==> config.mk <==
export PLATFORM = sky130hd
export DESIGN_NAME = data_repack
export DESIGN_NICKNAME = d
export VERILOG_FILES = /design/src/rtl/data_repack_pkg.sv /design/src/rtl/data_repack_word_fifo.sv /design/src/rtl/data_repack.sv
export SDC_FILE = /design/constraint.sdc
export NUM_CORES = 1
export LEC_CHECK = 0
export CAP_MARGIN = 20
export CORE_MARGIN = 1.5
export CORE_UTILIZATION = 40
export CTS_BUF_LIST = sky130_fd_sc_hd__clkbuf_4 sky130_fd_sc_hd__clkbuf_8
export DETAILED_ROUTE_END_ITERATION = 10
export HOLD_SLACK_MARGIN = 0.03
export PLACE_DENSITY = 0.65
export SLEW_MARGIN = 20
export SYNTH_ARGS = -nofsm -noshare
export SYNTH_HDL_FRONTEND = slang
export SYNTH_SLANG_ARGS = --single-unit
==> constraint.sdc <==
create_clock -name clk -period 2.7 [get_ports clk]
set_clock_uncertainty 0.1 [all_clocks]
set_input_delay 0.54 -clock clk [delete_from_list [all_inputs] [get_ports clk]]
set_output_delay 0.54 -clock clk [all_outputs]
set_load 0.005 [all_outputs]
==> src/rtl/data_repack_pkg.sv <==
// Shared definitions for the data_repack packer and its output word FIFO.
package data_repack_pkg;

  // Default geometry: 7-bit values packed into 32-bit words, 4-entry FIFO.
  localparam int DEF_WORD_WIDTH = 32;
  localparam int DEF_DATA_WIDTH = 7;
  localparam int DEF_FIFO_DEPTH = 4;

  // One output FIFO entry. The word field follows DEF_WORD_WIDTH, so a
  // different word width is selected by changing the default here.
  typedef struct packed {
    logic                      sop;
    logic                      eop;
    logic [DEF_WORD_WIDTH-1:0] word;
  } fifo_entry_t;

endpackage

==> src/rtl/data_repack_word_fifo.sv <==
// Small synchronous FIFO of packed output words with sop/eop framing.
// Simultaneous push and pop is accepted even when full; a push into a full
// FIFO without a pop is dropped and reported on overflow the next cycle.
module word_fifo
  import data_repack_pkg::*;
#(
  parameter int DEPTH = DEF_FIFO_DEPTH
) (
  input  logic        clk,
  input  logic        rst,
  input  logic        push,
  input  fifo_entry_t entry,
  input  logic        ready,
  output logic        valid,
  output fifo_entry_t head,
  output logic        overflow
);

  localparam int PTR_W = $clog2(DEPTH);
  localparam logic [PTR_W:0] FULL_COUNT = (PTR_W + 1)'(DEPTH);

  fifo_entry_t      mem [DEPTH];
  logic [PTR_W-1:0] wr_ptr;
  logic [PTR_W-1:0] rd_ptr;
  logic [PTR_W:0]   count;
  logic             full;
  logic             pop;
  logic             write;

  assign full  = (count == FULL_COUNT);
  assign valid = (count != '0);
  assign pop   = valid && ready;
  // A full FIFO still takes a word when the head leaves in the same cycle.
  assign write = push && (!full || pop);

  // Unpopulated slots are never presented, so the head reads as zero when empty.
  assign head = valid ? mem[rd_ptr] : '0;

  // Storage write port.
  // NOTE: the storage array has no reset; only pointers and count need one,
  // and leaving it out keeps the array mappable to plain flops or RAM.
  always_ff @(posedge clk) begin
    if (write) begin
      mem[wr_ptr] <= entry;
    end
  end

  // Pointer, occupancy and overflow-pulse bookkeeping.
  always_ff @(posedge clk) begin
    if (!rst) begin
      wr_ptr   <= '0;
      rd_ptr   <= '0;
      count    <= '0;
      overflow <= 1'b0;
    end else begin
      overflow <= push && full && !pop;
      if (write) begin
        wr_ptr <= wr_ptr + 1'b1;
      end
      if (pop) begin
        rd_ptr <= rd_ptr + 1'b1;
      end
      if (write && !pop) begin
        count <= count + 1'b1;
      end else if (pop && !write) begin
        count <= count - 1'b1;
      end
    end
  end

endmodule

==> src/rtl/data_repack.sv <==
// Packs a stream of narrow values LSB-first into wide words with packet
// framing, then buffers the words in a small FIFO toward a ready/valid sink.
module data_repack
  import data_repack_pkg::*;
#(
  parameter int WORD_WIDTH = DEF_WORD_WIDTH,
  parameter int DATA_WIDTH = DEF_DATA_WIDTH,
  parameter int FIFO_DEPTH = DEF_FIFO_DEPTH
) (
  input  logic                  clk,
  input  logic                  rst,
  input  logic                  valid_in,
  input  logic [DATA_WIDTH-1:0] data_in,
  input  logic                  sop_in,
  input  logic                  eop_in,
  input  logic                  ready_in,
  output logic                  valid_out,
  output logic [WORD_WIDTH-1:0] data_out,
  output logic                  sop_out,
  output logic                  eop_out,
  output logic                  overflow,
  output logic                  proto_err
);

  // Accumulator holds at most WORD_WIDTH-1 leftover bits plus one new value.
  localparam int ACC_W = WORD_WIDTH + DATA_WIDTH - 1;
  localparam int CNT_W = $clog2(ACC_W + 1);
  localparam logic [CNT_W-1:0] WORD_CNT = CNT_W'(WORD_WIDTH);
  localparam logic [CNT_W-1:0] DATA_CNT = CNT_W'(DATA_WIDTH);

  logic [ACC_W-1:0] acc,      acc_n;
  logic [CNT_W-1:0] bit_cnt,  bit_cnt_n;
  logic             in_pkt,   in_pkt_n;
  logic             sop_pend, sop_pend_n;
  logic             res_valid, res_valid_n;
  fifo_entry_t      res_entry, res_entry_n;
  logic             proto_err_n;

  logic [ACC_W-1:0] ext_data;
  logic [ACC_W-1:0] sum_acc;
  logic [CNT_W-1:0] sum_cnt;
  logic             word_push;
  fifo_entry_t      word_entry;
  logic             push;
  fifo_entry_t      push_entry;
  fifo_entry_t      head;

  assign ext_data = {{(ACC_W - DATA_WIDTH){1'b0}}, data_in};

  // Next-state packing: accept, accumulate, emit full words, stage residuals.
  // NOTE: every variable gets a default first so no path leaves one unassigned
  // (no latches), and blocking '=' is right here because later lines of this
  // combinational block read the values computed by earlier lines.
  always_comb begin
    acc_n       = acc;
    bit_cnt_n   = bit_cnt;
    in_pkt_n    = in_pkt;
    sop_pend_n  = sop_pend;
    res_valid_n = 1'b0;
    res_entry_n = res_entry;
    proto_err_n = 1'b0;
    sum_acc     = '0;
    sum_cnt     = '0;
    word_push   = 1'b0;
    word_entry  = '0;

    if (valid_in && (sop_in || in_pkt)) begin
      if (sop_in) begin
        // A sop inside an open packet abandons the partial accumulator.
        proto_err_n = in_pkt;
        sop_pend_n  = 1'b1;
        sum_acc     = ext_data;
        sum_cnt     = DATA_CNT;
      end else begin
        sum_acc = acc | (ext_data << bit_cnt);
        sum_cnt = bit_cnt + DATA_CNT;
      end

      if (sum_cnt >= WORD_CNT) begin
        word_push       = 1'b1;
        word_entry.word = sum_acc[WORD_WIDTH-1:0];
        word_entry.sop  = sop_pend_n;
        sop_pend_n      = 1'b0;
        sum_acc         = sum_acc >> WORD_WIDTH;
        sum_cnt         = sum_cnt - WORD_CNT;
        word_entry.eop  = eop_in && (sum_cnt == '0);
      end

      if (eop_in) begin
        // Leftover bits become a zero-padded final word pushed next cycle;
        // the packer is free immediately so a new sop needs no dead cycle.
        if (sum_cnt != '0) begin
          res_valid_n      = 1'b1;
          res_entry_n.sop  = sop_pend_n;
          res_entry_n.eop  = 1'b1;
          res_entry_n.word = sum_acc[WORD_WIDTH-1:0];
        end
        acc_n      = '0;
        bit_cnt_n  = '0;
        in_pkt_n   = 1'b0;
        sop_pend_n = 1'b0;
      end else begin
        acc_n     = sum_acc;
        bit_cnt_n = sum_cnt;
        in_pkt_n  = 1'b1;
      end
    end
  end

  // A staged residual never coincides with a full word: the value arriving
  // alongside it is at most the first of a new packet and cannot fill a word.
  assign push       = res_valid || word_push;
  assign push_entry = res_valid ? res_entry : word_entry;

  // Packing state registers with synchronous active-low reset.
  always_ff @(posedge clk) begin
    if (!rst) begin
      acc       <= '0;
      bit_cnt   <= '0;
      in_pkt    <= 1'b0;
      sop_pend  <= 1'b0;
      res_valid <= 1'b0;
      res_entry <= '0;
      proto_err <= 1'b0;
    end else begin
      acc       <= acc_n;
      bit_cnt   <= bit_cnt_n;
      in_pkt    <= in_pkt_n;
      sop_pend  <= sop_pend_n;
      res_valid <= res_valid_n;
      res_entry <= res_entry_n;
      proto_err <= proto_err_n;
    end
  end

  word_fifo #(
    .DEPTH (FIFO_DEPTH)
  ) u_word_fifo (
    .clk      (clk),
    .rst      (rst),
    .push     (push),
    .entry    (push_entry),
    .ready    (ready_in),
    .valid    (valid_out),
    .head     (head),
    .overflow (overflow)
  );

  assign data_out = head.word;
  assign sop_out  = head.sop;
  assign eop_out  = head.eop;

endmodule
Word-level counts from Yosys, hierarchy flattened

Memories as Yosys holds them, arrays and structs flattened. A register that Yosys moved wholly into a read port is not among the register bits.
Cells that the tools add are included.

Register bits: 90
Bits in latches: 0
RAM bits: 136
ROM bits: 0
Input bits: 13
Output and inout bits: 37
Word-level logic and storage cells: 70
Memories: 1

Memories:

| memory          | words | bits a word | read ports | clocked after memory_dff | wr ports | line                        | source |
|---|---|---|---|---|---|---|---|
| u_word_fifo.mem | 4     | 34          | 1          | 1                        | 1        | data_repack_word_fifo.sv:22 | `fifo_entry_t mem [DEPTH];` |

$add $sub $neg: 6
$mul: 0
Divide/modulo/power cells: 0
Order comparisons: 1
Eq/ne operators: 1
Shift-type cells: 1
Muxes and demuxes: 25
Bitwise logic cells: 1
Reduce and logical (&&, ||, !) cells: 21

Operators with widths:

| operator                                                            | count |
|---|---|
| 34-bit 2-to-1 mux                                                   | 4 |
| 38-bit 2-to-1 mux                                                   | 3 |
| 38-bit bitwise OR                                                   | 1 |
| 7-bit by 6-bit left shift with 38-bit output                        | 1 |
| 6-bit 2-to-1 mux                                                    | 5 |
| 1-bit 2-to-1 mux                                                    | 9 |
| 3-bit AND reduction                                                 | 3 |
| 1-bit logical AND                                                   | 8 |
| 6-bit by 3-bit adder with 6-bit output (second input constant)      | 1 |
| 6-bit greater-or-equal comparator (second input constant)           | 1 |
| 6-bit logical NOT                                                   | 1 |
| 3-bit 2-to-1 mux                                                    | 2 |
| 6-bit nonzero test                                                  | 1 |
| 6-bit subtractor (second input constant)                            | 1 |
| 2-bit by 1-bit adder with 2-bit output (second input constant)      | 2 |
| 2-bit 2-to-1 mux                                                    | 2 |
| 3-bit by 1-bit adder with 3-bit output (second input constant)      | 1 |
| 3-bit == test (second input constant)                               | 1 |
| 1-bit logical NOT                                                   | 3 |
| 1-bit logical OR                                                    | 3 |
| 3-bit nonzero test                                                  | 1 |
| 3-bit by 1-bit subtractor with 3-bit output (second input constant) | 1 |
| 2-bit nonzero test                                                  | 1 |

Longest topological paths before layout

Gate-level depths: netlist of run 1.

Depth after elaboration: 12
Gate-level depth with buffers: 13
Depth with buffers taken out: 10

Cells and area by module

A second synthesis of run 1 with hierarchy kept.

Cell total of the unflattened synthesis: 764
Area total of the unflattened synthesis: 10102.2 um^2

By module, submodules not included:

| module      | instances | cells each | area an instance (um^2) | seq. area each (um^2) |
|---|---|---|---|---|
| word_fifo   | 1         | 267        | 5746.8                  | 4284.1 |
| data_repack | 1         | 497        | 4355.4                  | 1641.6 |

Least setup slack after synthesis of run 1

Ideal clock, no wire load.

Path kind: reg-to-reg
From: register bit_cnt[1]
To: register u_word_fifo.count[2]
Library setup time: 0.076 ns
Arrival time: 2.692 ns
Data required time: 2.524 ns
Path slack: -0.168 ns
Cell stages (with the launch flop): 13
Path buffers: 2
Period minus slack after synthesis: 2.868 ns
Cell sequence: dfxtp_1 buf_6 nor4b_4 a211oi_4 nor3_1 o21ba_2 buf_2 ha_1 inv_1 fa_1 xor2_1 or3_1 a21boi_0

Longest elaborated chain between the ends: 11
Elaborated cells on any way between the ends: 13
Classes of those cells: 1 x add/sub; 1 x order compare; 5 x mux; 6 x reduce/logical

Ends and longest elaborated chain:

| item                                       | line                        | source |
|---|---|---|
| from (decl)                                | data_repack.sv:32           | `logic [CNT_W-1:0] bit_cnt, bit_cnt_n;` |
| from (signal assigned)                     | data_repack.sv:127          | `bit_cnt <= bit_cnt_n;` |
| 6-bit by 3-bit adder with 6-bit output (*) | data_repack.sv:76           | `sum_cnt = bit_cnt + DATA_CNT;` |
| 6-bit 2-to-1 mux (*)                       | data_repack.sv:68           | `if (sop_in) begin` |
| 6-bit 2-to-1 mux (*)                       | data_repack.sv:67           | `if (valid_in && (sop_in \|\| in_pkt)) begin` |
| 6-bit greater-or-equal comparator (*)      | data_repack.sv:79           | `if (sum_cnt >= WORD_CNT) begin` |
| 1-bit 2-to-1 mux (*)                       | data_repack.sv:79           |  |
| 1-bit 2-to-1 mux (*)                       | data_repack.sv:67           |  |
| 1-bit logical OR (*)                       | data_repack.sv:112          | `assign push = res_valid \|\| word_push;` |
| 1-bit logical AND (*)                      | data_repack_word_fifo.sv:34 | `assign write = push && (!full \|\| pop);` |
| net u_word_fifo.write                      | data_repack_word_fifo.sv:28 | `logic write;` |
| 1-bit logical NOT                          | data_repack_word_fifo.sv:65 | `end else if (pop && !write) begin` |
| 1-bit logical AND                          | data_repack_word_fifo.sv:65 |  |
| 2-bit nonzero test (no line)               | -                           |  |
| to (signal assigned)                       | data_repack_word_fifo.sv:64 | `count <= count + 1'b1;` |
| to (signal assigned)                       | data_repack_word_fifo.sv:66 | `count <= count - 1'b1;` |
| to (decl)                                  | data_repack_word_fifo.sv:25 | `logic [PTR_W:0] count;` |

Mark *: on every way through the listed nets, which the timed path passes. The rest lies on a longest branch. The select of a mux whose other input is x is not followed.
A chain may end at the register's enable or synchronous reset.

==> impl_results.html, run 1 <==
<table>
<tr><th>Metric</th><th>Value</th></tr>
<tr><th colspan="2">Outcome</th></tr>
<tr><td>Status</td><td>finished, violations left</td></tr>
<tr><td>Failing checks</td><td>setup timing</td></tr>
<tr><th colspan="2">Global route</th></tr>
<tr><td>GR Overflow Total</td><td>0</td></tr>
<tr><td>Pin count of the biggest net entering global routing</td><td>41</td></tr>
<tr><td>Global-route total usage across every layer</td><td>19.87%</td></tr>
<tr><td>Antenna violations before repair</td><td>0</td></tr>
<tr><td>First-pass GRT wire length</td><td>40,720 um</td></tr>
<tr><td>Vias in the first global route</td><td>7,169</td></tr>
<tr><th colspan="2">Power and ir drop</th></tr>
<tr><td>PwrDens</td><td>746.4 nW/um2</td></tr>
<tr><td>Maximum vdd ir drop</td><td>0.0004542 V</td></tr>
<tr><td>Leak</td><td>4.631 nW</td></tr>
<tr><th colspan="2">Synth</th></tr>
<tr><td>Sequential cell area fraction in the yosys report</td><td>58.43%</td></tr>
<tr><td>Dominant cells by area after synthesis</td><td>sky130_fd_sc_hd__edfxtp_1 40%, sky130_fd_sc_hd__dfxtp_1 18%, sky130_fd_sc_hd__mux4_2 8.0%</td></tr>
<tr><td>Synth area leader</td><td>sky130_fd_sc_hd__edfxtp_1</td></tr>
<tr><td>Count of unique library cells instantiated by Yosys</td><td>78</td></tr>
<tr><td>Number of warnings issued by yosys</td><td>0</td></tr>
<tr><td>Main synth FF type</td><td>sky130_fd_sc_hd__edfxtp_1</td></tr>
<tr><td>Fraction of synthesis flops using an asynchronous set or reset pin</td><td>0%</td></tr>
<tr><td>Gate count of the mapped netlist</td><td>794</td></tr>
<tr><td>Number of synthesized register bits</td><td>228</td></tr>
<tr><td>Number of synthesized flops with an enable pin</td><td>136</td></tr>
<tr><td>Mapped cell area</td><td>10,140 um2</td></tr>
<tr><td>Mean instance size in the synthesized netlist</td><td>12.77 um2</td></tr>
<tr><td>Synthesized Nets</td><td>814</td></tr>
<tr><td>Top-area cell type share of the netlist area</td><td>40.27%</td></tr>
<tr><th colspan="2">Drt</th></tr>
<tr><td>Sum of routed wire length over all layers</td><td>25,390 um</td></tr>
<tr><td>Number of remaining DRC errors</td><td>0</td></tr>
<tr><td>Via count</td><td>7,234</td></tr>
<tr><td>Detail-routed net length per standard cell</td><td>19.36 um</td></tr>
<tr><td>DRT antenna net count</td><td>0</td></tr>
<tr><td>Drt via density</td><td>5.514</td></tr>
<tr><td>Router iterations before antenna repair</td><td>5</td></tr>
<tr><td>Initial DRC Count</td><td>753</td></tr>
<tr><th colspan="2">Placement</th></tr>
<tr><td>Post-placement cell count</td><td>1,221</td></tr>
<tr><td>Placement Setup Slack</td><td>-213.2 ps</td></tr>
<tr><td>Number of port buffers</td><td>49</td></tr>
<tr><td>Gpl congestion</td><td>0.9109</td></tr>
<tr><td>Detailed placement HPWL</td><td>15,980 um</td></tr>
<tr><th colspan="2">Setup path</th></tr>
<tr><td>Required time of the critical path</td><td>2060 ps</td></tr>
<tr><td>Critical Path End</td><td>data_out[29]</td></tr>
<tr><td>CP arrival</td><td>2100 ps</td></tr>
<tr><td>CP endpoint kind</td><td>output port</td></tr>
<tr><td>Type of origin of the critical path</td><td>flop</td></tr>
<tr><td>Crit-path max FO</td><td>4</td></tr>
<tr><td>FF-to-FF Start</td><td>bit_cnt[1]</td></tr>
<tr><td>Worst Reg-to-Reg Cells</td><td>6</td></tr>
<tr><td>Crit path kind</td><td>reg -&gt; out</td></tr>
<tr><td>Reg2Reg Capture Point</td><td>u_word_fifo.mem[3][21]</td></tr>
<tr><td>Register-to-register setup slack</td><td>90 ps</td></tr>
<tr><th colspan="2">Timing</th></tr>
<tr><td>Max Freq</td><td>0.3648 GHz</td></tr>
<tr><td>Final count of pins violating max slew</td><td>0</td></tr>
<tr><td>Final worst path period need</td><td>2741 ps</td></tr>
<tr><td>Worst hold slack across all endpoints</td><td>311.5 ps</td></tr>
<tr><td>Final Setup Violations</td><td>6</td></tr>
<tr><td>Fraction of the cycle the final worst path needs</td><td>101.5%</td></tr>
<tr><td>Slew at the pin with the worst max-slew slack</td><td>651.1 ps</td></tr>
<tr><td>Rel. slew slack</td><td>56.13%</td></tr>
<tr><td>Fin. Hold Viols</td><td>0</td></tr>
<tr><td>Minimum setup slack in the final design</td><td>-41.44 ps</td></tr>
<tr><td>Unrepaired setup endpoints after global routing</td><td>yes</td></tr>
<tr><th colspan="2">CTS</th></tr>
<tr><td>Clock sink total</td><td>228</td></tr>
<tr><td>Clock slew seen by the registers of the worst setup and hold paths</td><td>60 ps</td></tr>
<tr><td>Max H-tree Level</td><td>2</td></tr>
<tr><td>Clock root buffer</td><td>sky130_fd_sc_hd__clkbuf_8</td></tr>
<tr><td>Maximum buffer depth of the clock tree</td><td>3</td></tr>
<tr><td>Clock buffers created by TritonCTS</td><td>38</td></tr>
<tr><td>TritonCTS clock tree</td><td>built</td></tr>
<tr><td>CTS Hold Bufs</td><td>0</td></tr>
<tr><td>Clk Latency, worst-skew pair</td><td>530 ps</td></tr>
<tr><th colspan="2">Worst hold path</th></tr>
<tr><td>Hold Path Stages</td><td>2</td></tr>
<tr><td>Type of the tightest min-delay check</td><td>in -&gt; reg</td></tr>
<tr><td>Hold path startpoint</td><td>rst</td></tr>
<tr><th colspan="2">Cells and area</th></tr>
<tr><td>Proportion of layout cells with a drive suffix above 1</td><td>33.10%</td></tr>
<tr><td>P&amp;R area growth vs syn</td><td>26.97%</td></tr>
<tr><td>Highest-count cells in the layout ignoring fill and taps</td><td>136 x sky130_fd_sc_hd__edfxtp_1, 98 x sky130_fd_sc_hd__buf_4, 90 x sky130_fd_sc_hd__dfxtp_1</td></tr>
<tr><td>Final Net Count</td><td>972</td></tr>
<tr><td>End-of-flow core utilization</td><td>51.43%</td></tr>
<tr><td>Fin cells</td><td>1,312</td></tr>
<tr><td>Final-layout fill cell count</td><td>2,124</td></tr>
<tr><td>Antenna diode count</td><td>0</td></tr>
<tr><td>Commonest non-fill, non-tap cell in the layout</td><td>sky130_fd_sc_hd__edfxtp_1</td></tr>
<tr><th colspan="2">Floorplanning</th></tr>
<tr><td>Number of placement rows</td><td>58</td></tr>
<tr><td>Floorplan die height</td><td>162.2 um</td></tr>
<tr><td>Num ports</td><td>50</td></tr>
<tr><td>Core footprint</td><td>25,040 um2</td></tr>
<tr><td>Die footprint</td><td>26,320 um2</td></tr>
<tr><td>Horizontal die dimension</td><td>162.2 um</td></tr>
<tr><td>Initial standard-cell utilization of the core</td><td>40.51%</td></tr>
<tr><th colspan="2">Job</th></tr>
<tr><td>Max_cap viols</td><td>0</td></tr>
</table>
## flip-flops by register name, indices dropped and copies added, names as in the netlist, named ones only
name and cells:
proto_err 1, u_word_fifo.mem 136, bit_cnt 6, res_entry 34
u_word_fifo.rd_ptr 2, acc 38, u_word_fifo.count 3, in_pkt 1
u_word_fifo.wr_ptr 2, res_valid 1, u_word_fifo.overflow 1, sop_pend 1
## Yosys cell counts, types with 11 or more instances
cell type,number
sky130_fd_sc_hd__o21ai_0,46
sky130_fd_sc_hd__mux2i_1,11
sky130_fd_sc_hd__nor2b_1,21
sky130_fd_sc_hd__a22o_1,20
sky130_fd_sc_hd__mux4_2,36
sky130_fd_sc_hd__nand2_1,63
sky130_fd_sc_hd__a21oi_1,28
sky130_fd_sc_hd__edfxtp_1,136
sky130_fd_sc_hd__buf_2,20
sky130_fd_sc_hd__and2_1,53
sky130_fd_sc_hd__dfxtp_1,92
sky130_fd_sc_hd__clkbuf_1,34
sky130_fd_sc_hd__o2bb2ai_1,18
sky130_fd_sc_hd__nand3_1,16
sky130_fd_sc_hd__nor2_1,15
## power by group
part | switching, W | total (W) | internal (W)
Clock | 0.00136 | 0.00321 | 0.00184
Sequential | 0.0000623 | 0.00379 | 0.00373
Combinational | 0.00104 | 0.00262 | 0.00158
## worst min path at each step
stage / to / slack (ps)
2_1_floorplan: res_entry[2] / 330
3_3_place_gp: res_entry[9] / 340
3_5_place_dp: res_entry[18] / 350
4_1_cts: acc[36] / 290
5_1_grt: acc[36] / 290
6_report: acc[36] / 310
## worst max-delay path, stage by stage (launching register included)
cell,delay (ps)
sky130_fd_sc_hd__dfxtp_4,390
sky130_fd_sc_hd__buf_12,110
sky130_fd_sc_hd__buf_12,100
sky130_fd_sc_hd__buf_16,110
sky130_fd_sc_hd__buf_12,100
sky130_fd_sc_hd__mux4_2,470
sky130_fd_sc_hd__and2_4,170
sky130_fd_sc_hd__buf_6,110
## per-layer routing
metal,global-route usage (%),routed length (um),vias up,part of all wire (%)
met5,0,0,-,0
met4,6.964,591,0,2.3
met3,3.575,1576,52,6.2
met2,30.61,11540,291,45
met1,28.24,11690,3519,46
li1,-,-,3372,-
## kinds of logic (layout without fill, tap and decap cells)
kind of cell | count (synthesis) | count (layout) | synth area share [%]
AOI/OAI and AO/OA | 198 | 198 | 14.35
buffers and inverters | 72 | 260 | 3.183
muxes | 55 | 55 | 9.968
and+or+nand+nor | 228 | 228 | 12.62
adders and majority gates | 7 | 7 | 0.9376
DFF | 228 | 228 | 58.43
xor gates and xnor gates | 6 | 6 | 0.5181
## per-stage QoR
step / total power, W / TNS [ps] / cell area (um2)
4_1_cts: 0.009762 / -2292 / 12940
2_1_floorplan: 0.004886 / -91.17 / 10150
3_5_place_dp: 0.005962 / -16650 / 11720
5_1_grt: 0.01005 / -1244 / 12880
6_report: 0.009612 / -107.8 / 12880
3_3_place_gp: 0.005950 / -10890 / 11720
## area by class of cell
type	count	area, um2	area share (%)
clock buffer	61	739.5	5.742
clock inverter	9	78.83	0.6121
inverter	11	41.29	0.3206
multi-input combinational	494	3970	30.83
sequential	228	5931	46.06
tap	330	412.9	3.206
timing repair buffer	179	1704	13.23
## what timing repair did
action                                  in CTS  in global routing
gates resized for setup                    183                 18
endpoints found under the setup margin      62                 75
cloned                                       5                  0
setup buffers                               21                  2
pin swaps                                    1                 11
Note: power is estimated with default switching activity, not from simulation.
==> run 2: changes to the inputs <==
--- a/config.mk
+++ b/config.mk
@@ -7,11 +7,11 @@
 export LEC_CHECK = 0
 export CAP_MARGIN = 20
 export CORE_MARGIN = 1.5
-export CORE_UTILIZATION = 40
+export CORE_UTILIZATION = 47
 export CTS_BUF_LIST = sky130_fd_sc_hd__clkbuf_4 sky130_fd_sc_hd__clkbuf_8
 export DETAILED_ROUTE_END_ITERATION = 10
 export HOLD_SLACK_MARGIN = 0.03
-export PLACE_DENSITY = 0.65
+export PLACE_DENSITY = 0.73
 export SLEW_MARGIN = 20
 export SYNTH_ARGS = -nofsm -noshare
 export SYNTH_HDL_FRONTEND = slang
==> constraint.sdc (replaced) <==
create_clock -name clk -period 2.5 [get_ports clk]
set_clock_uncertainty 0.1 [all_clocks]
set_input_delay 0.5 -clock clk [delete_from_list [all_inputs] [get_ports clk]]
set_output_delay 0.5 -clock clk [all_outputs]
set_load 0.005 [all_outputs]
==> run 2 against run 1 <==
Against the previous run: the flow still finishes with violations (setup timing); routed wire length shrank 2.2%; largest power group unchanged; worst hold slack lost 68 ps; first-iteration DRC count shrank 5.3%; critical path depth is the same; highest routed layer unchanged; via count grew 3.0%.
==> impl_results.html, run 2 (same netlist as run 1, synthesis figures left out) <==
<table>
<tr><th>Metric</th><th>Value</th></tr>
<tr><th colspan="2">Outcome</th></tr>
<tr><td>Status</td><td>finished, violations left</td></tr>
<tr><td>Failing checks</td><td>setup timing</td></tr>
<tr><th colspan="2">CTS</th></tr>
<tr><td>Clock sink total</td><td>228</td></tr>
<tr><td>Clock root buffer</td><td>sky130_fd_sc_hd__clkbuf_8</td></tr>
<tr><td>Clk Latency, worst-skew pair</td><td>520 ps</td></tr>
<tr><td>Maximum buffer depth of the clock tree</td><td>3</td></tr>
<tr><td>Clock slew seen by the registers of the worst setup and hold paths</td><td>60 ps</td></tr>
<tr><td>CTS Hold Bufs</td><td>0</td></tr>
<tr><td>Clock buffers created by TritonCTS</td><td>37</td></tr>
<tr><td>TritonCTS clock tree</td><td>built</td></tr>
<tr><td>Max H-tree Level</td><td>2</td></tr>
<tr><th colspan="2">Cells and area</th></tr>
<tr><td>End-of-flow core utilization</td><td>62.39%</td></tr>
<tr><td>Most flop-heavy register</td><td>u_word_fifo.mem</td></tr>
<tr><td>Final cell area excluding filler cells</td><td>13,160 um2</td></tr>
<tr><td>Final Net Count</td><td>991</td></tr>
<tr><td>Flip-flop count of the largest register after layout</td><td>136</td></tr>
<tr><td>P&amp;R area growth vs syn</td><td>29.73%</td></tr>
<tr><td>Antenna diode count</td><td>0</td></tr>
<tr><td>Final-layout fill cell count</td><td>1,565</td></tr>
<tr><td>Fin cells</td><td>1,274</td></tr>
<tr><td>Proportion of layout cells with a drive suffix above 1</td><td>36.24%</td></tr>
<tr><td>Commonest non-fill, non-tap cell in the layout</td><td>sky130_fd_sc_hd__edfxtp_1</td></tr>
<tr><td>Area occupied by multi-input gates</td><td>4041 um2</td></tr>
<tr><td>Register cell area after layout</td><td>5938 um2</td></tr>
<tr><td>Top flop regs</td><td>u_word_fifo.mem: 136 flops, acc: 38 flops, res_entry: 34 flops</td></tr>
<tr><td>Highest-count cells in the layout ignoring fill and taps</td><td>136 x sky130_fd_sc_hd__edfxtp_1, 111 x sky130_fd_sc_hd__buf_4, 88 x sky130_fd_sc_hd__dfxtp_1</td></tr>
<tr><th colspan="2">Setup path</th></tr>
<tr><td>Slowest-stage cell, CP</td><td>sky130_fd_sc_hd__mux4_2</td></tr>
<tr><td>Largest stage delay on the critical path</td><td>490 ps</td></tr>
<tr><td>Crit path kind</td><td>reg -&gt; out</td></tr>
<tr><td>Largest delay share family, worst path</td><td>buffers and inverters</td></tr>
<tr><td>Worst Reg-to-Reg Cells</td><td>11</td></tr>
<tr><td>CP arrival</td><td>2100 ps</td></tr>
<tr><td>Cell breakdown of the critical path</td><td>buf_12, buf_12, buf_16, buf_8, mux4_2, and2_1, buf_2</td></tr>
<tr><td>Most common cell on crit path</td><td>sky130_fd_sc_hd__buf_12</td></tr>
<tr><td>Number of cells on the critical path</td><td>7</td></tr>
<tr><td>Crit-path max FO</td><td>4</td></tr>
<tr><td>Type of origin of the critical path</td><td>flop</td></tr>
<tr><td>Buf/Inv on CP</td><td>5</td></tr>
<tr><td>Required time of the critical path</td><td>1900 ps</td></tr>
<tr><td>CP endpoint kind</td><td>output port</td></tr>
<tr><th colspan="2">Global route</th></tr>
<tr><td>Antenna violations before repair</td><td>0</td></tr>
<tr><td>Global-route total usage across every layer</td><td>22.34%</td></tr>
<tr><td>First-pass GRT wire length</td><td>38,900 um</td></tr>
<tr><td>GR Overflow Total</td><td>0</td></tr>
<tr><td>Vias in the first global route</td><td>7,140</td></tr>
<tr><td>Pin count of the biggest net entering global routing</td><td>41</td></tr>
<tr><th colspan="2">Floorplanning</th></tr>
<tr><td>Floorplan die height</td><td>149.9 um</td></tr>
<tr><td>Number of placement rows</td><td>53</td></tr>
<tr><td>Initial standard-cell utilization of the core</td><td>48.10%</td></tr>
<tr><td>Horizontal die dimension</td><td>149.9 um</td></tr>
<tr><td>Num ports</td><td>50</td></tr>
<tr><td>Die footprint</td><td>22,470 um2</td></tr>
<tr><td>Core footprint</td><td>21,090 um2</td></tr>
<tr><th colspan="2">Placement</th></tr>
<tr><td>Detailed placement HPWL</td><td>16,110 um</td></tr>
<tr><td>Number of port buffers</td><td>49</td></tr>
<tr><td>Post-placement cell count</td><td>1,175</td></tr>
<tr><td>Total placed instance area</td><td>11,730 um2</td></tr>
<tr><td>Gpl congestion</td><td>0.9297</td></tr>
<tr><th colspan="2">Drt</th></tr>
<tr><td>Number of remaining DRC errors</td><td>0</td></tr>
<tr><td>Sum of routed wire length over all layers</td><td>24,840 um</td></tr>
<tr><td>DRT antenna net count</td><td>0</td></tr>
<tr><td>Drt via density</td><td>5.847</td></tr>
<tr><td>Router iterations before antenna repair</td><td>5</td></tr>
<tr><td>Detail-routed net length per standard cell</td><td>19.50 um</td></tr>
<tr><td>Initial DRC Count</td><td>713</td></tr>
<tr><td>Via count</td><td>7,449</td></tr>
<tr><th colspan="2">Job</th></tr>
<tr><td>Max_cap viols</td><td>0</td></tr>
<tr><th colspan="2">Timing</th></tr>
<tr><td>Final Setup Violations</td><td>34</td></tr>
<tr><td>Fin. Hold Viols</td><td>0</td></tr>
<tr><td>Rel. slew slack</td><td>54.09%</td></tr>
<tr><td>Minimum setup slack in the final design</td><td>-197.0 ps</td></tr>
<tr><td>Final count of pins violating max slew</td><td>0</td></tr>
<tr><td>Fraction of the cycle the final worst path needs</td><td>107.9%</td></tr>
<tr><td>Final worst path period need</td><td>2697 ps</td></tr>
<tr><td>Max Freq</td><td>0.3708 GHz</td></tr>
<tr><td>Slew at the pin with the worst max-slew slack</td><td>669.5 ps</td></tr>
<tr><td>Setup TNS</td><td>-4093 ps</td></tr>
<tr><td>Unrepaired setup endpoints after global routing</td><td>yes</td></tr>
<tr><th colspan="2">Worst hold path</th></tr>
<tr><td>Hold Path Stages</td><td>2</td></tr>
<tr><td>Type of the tightest min-delay check</td><td>in -&gt; reg</td></tr>
<tr><th colspan="2">Power and ir drop</th></tr>
<tr><td>Maximum vdd ir drop</td><td>0.0003650 V</td></tr>
<tr><td>Leak</td><td>4.804 nW</td></tr>
<tr><td>PwrDens</td><td>813.2 nW/um2</td></tr>
</table>
==> run 2: metrics by stage <==
| step | total power, W | setup WS, ps | hold slack [ps] |
|---|---|---|---|
| floorplan | 0.005289 | -211.5 | 329.2 |
| global placement | 0.006417 | -341.9 | 342.4 |
| detailed placement | 0.006432 | -397.6 | 346.1 |
| CTS | 0.01064 | -231.5 | 222.8 |
| global route | 0.01116 | -260.3 | 257.6 |
| finish | 0.01070 | -197.0 | 243.3 |
==> run 2: cell type report <==
| type | count | area share, % |
|---|---|---|
| clock inverters | 6 | 0.6086 |
| inverters | 11 | 0.3138 |
| repair buffers | 199 | 15.04 |
| multi-input cells | 494 | 30.72 |
| clock buffers | 61 | 5.572 |
| well taps | 275 | 2.615 |
| flip-flops and latches | 228 | 45.13 |
==> run 2: worst paths after layout <==
check	startpoint	to	slack, ps
max reg2reg	bit_cnt[0]	u_word_fifo.count[2]	-20
max	flop	data_out[5]	-200
min reg2reg	res_entry[29]	res_entry[29]	360
min	rst	res_entry[32]	240
==> run 2: power by group <==
group	total, W	internal, W	leakage, nW	switching [W]
clock network	0.00348	0.00206	0.430	0.00142
registers	0.00409	0.00402	1.96	0.0000672
logic	0.00313	0.00195	2.41	0.00118
==> run 2: layer usage <==
| layer | wire [um] | vias to the layer above | part of all wire, % | global-route usage (%) |
|---|---|---|---|---|
| li1 | - | 3411 | - | - |
| met1 | 10640 | 3662 | 43 | 30.62 |
| met2 | 11930 | 330 | 48 | 36.15 |
| met3 | 1781 | 46 | 7.2 | 4.421 |
| met4 | 487 | 0 | 2.0 | 6.275 |
| met5 | 0 | - | 0 | 0 |
==> run 2: repair_timing <==
item,in CTS,in global routing
setup buffers,18,12
endpoints found under the setup margin,95,129
gates cloned,4,1
pin swaps,37,7
resized for setup,207,35
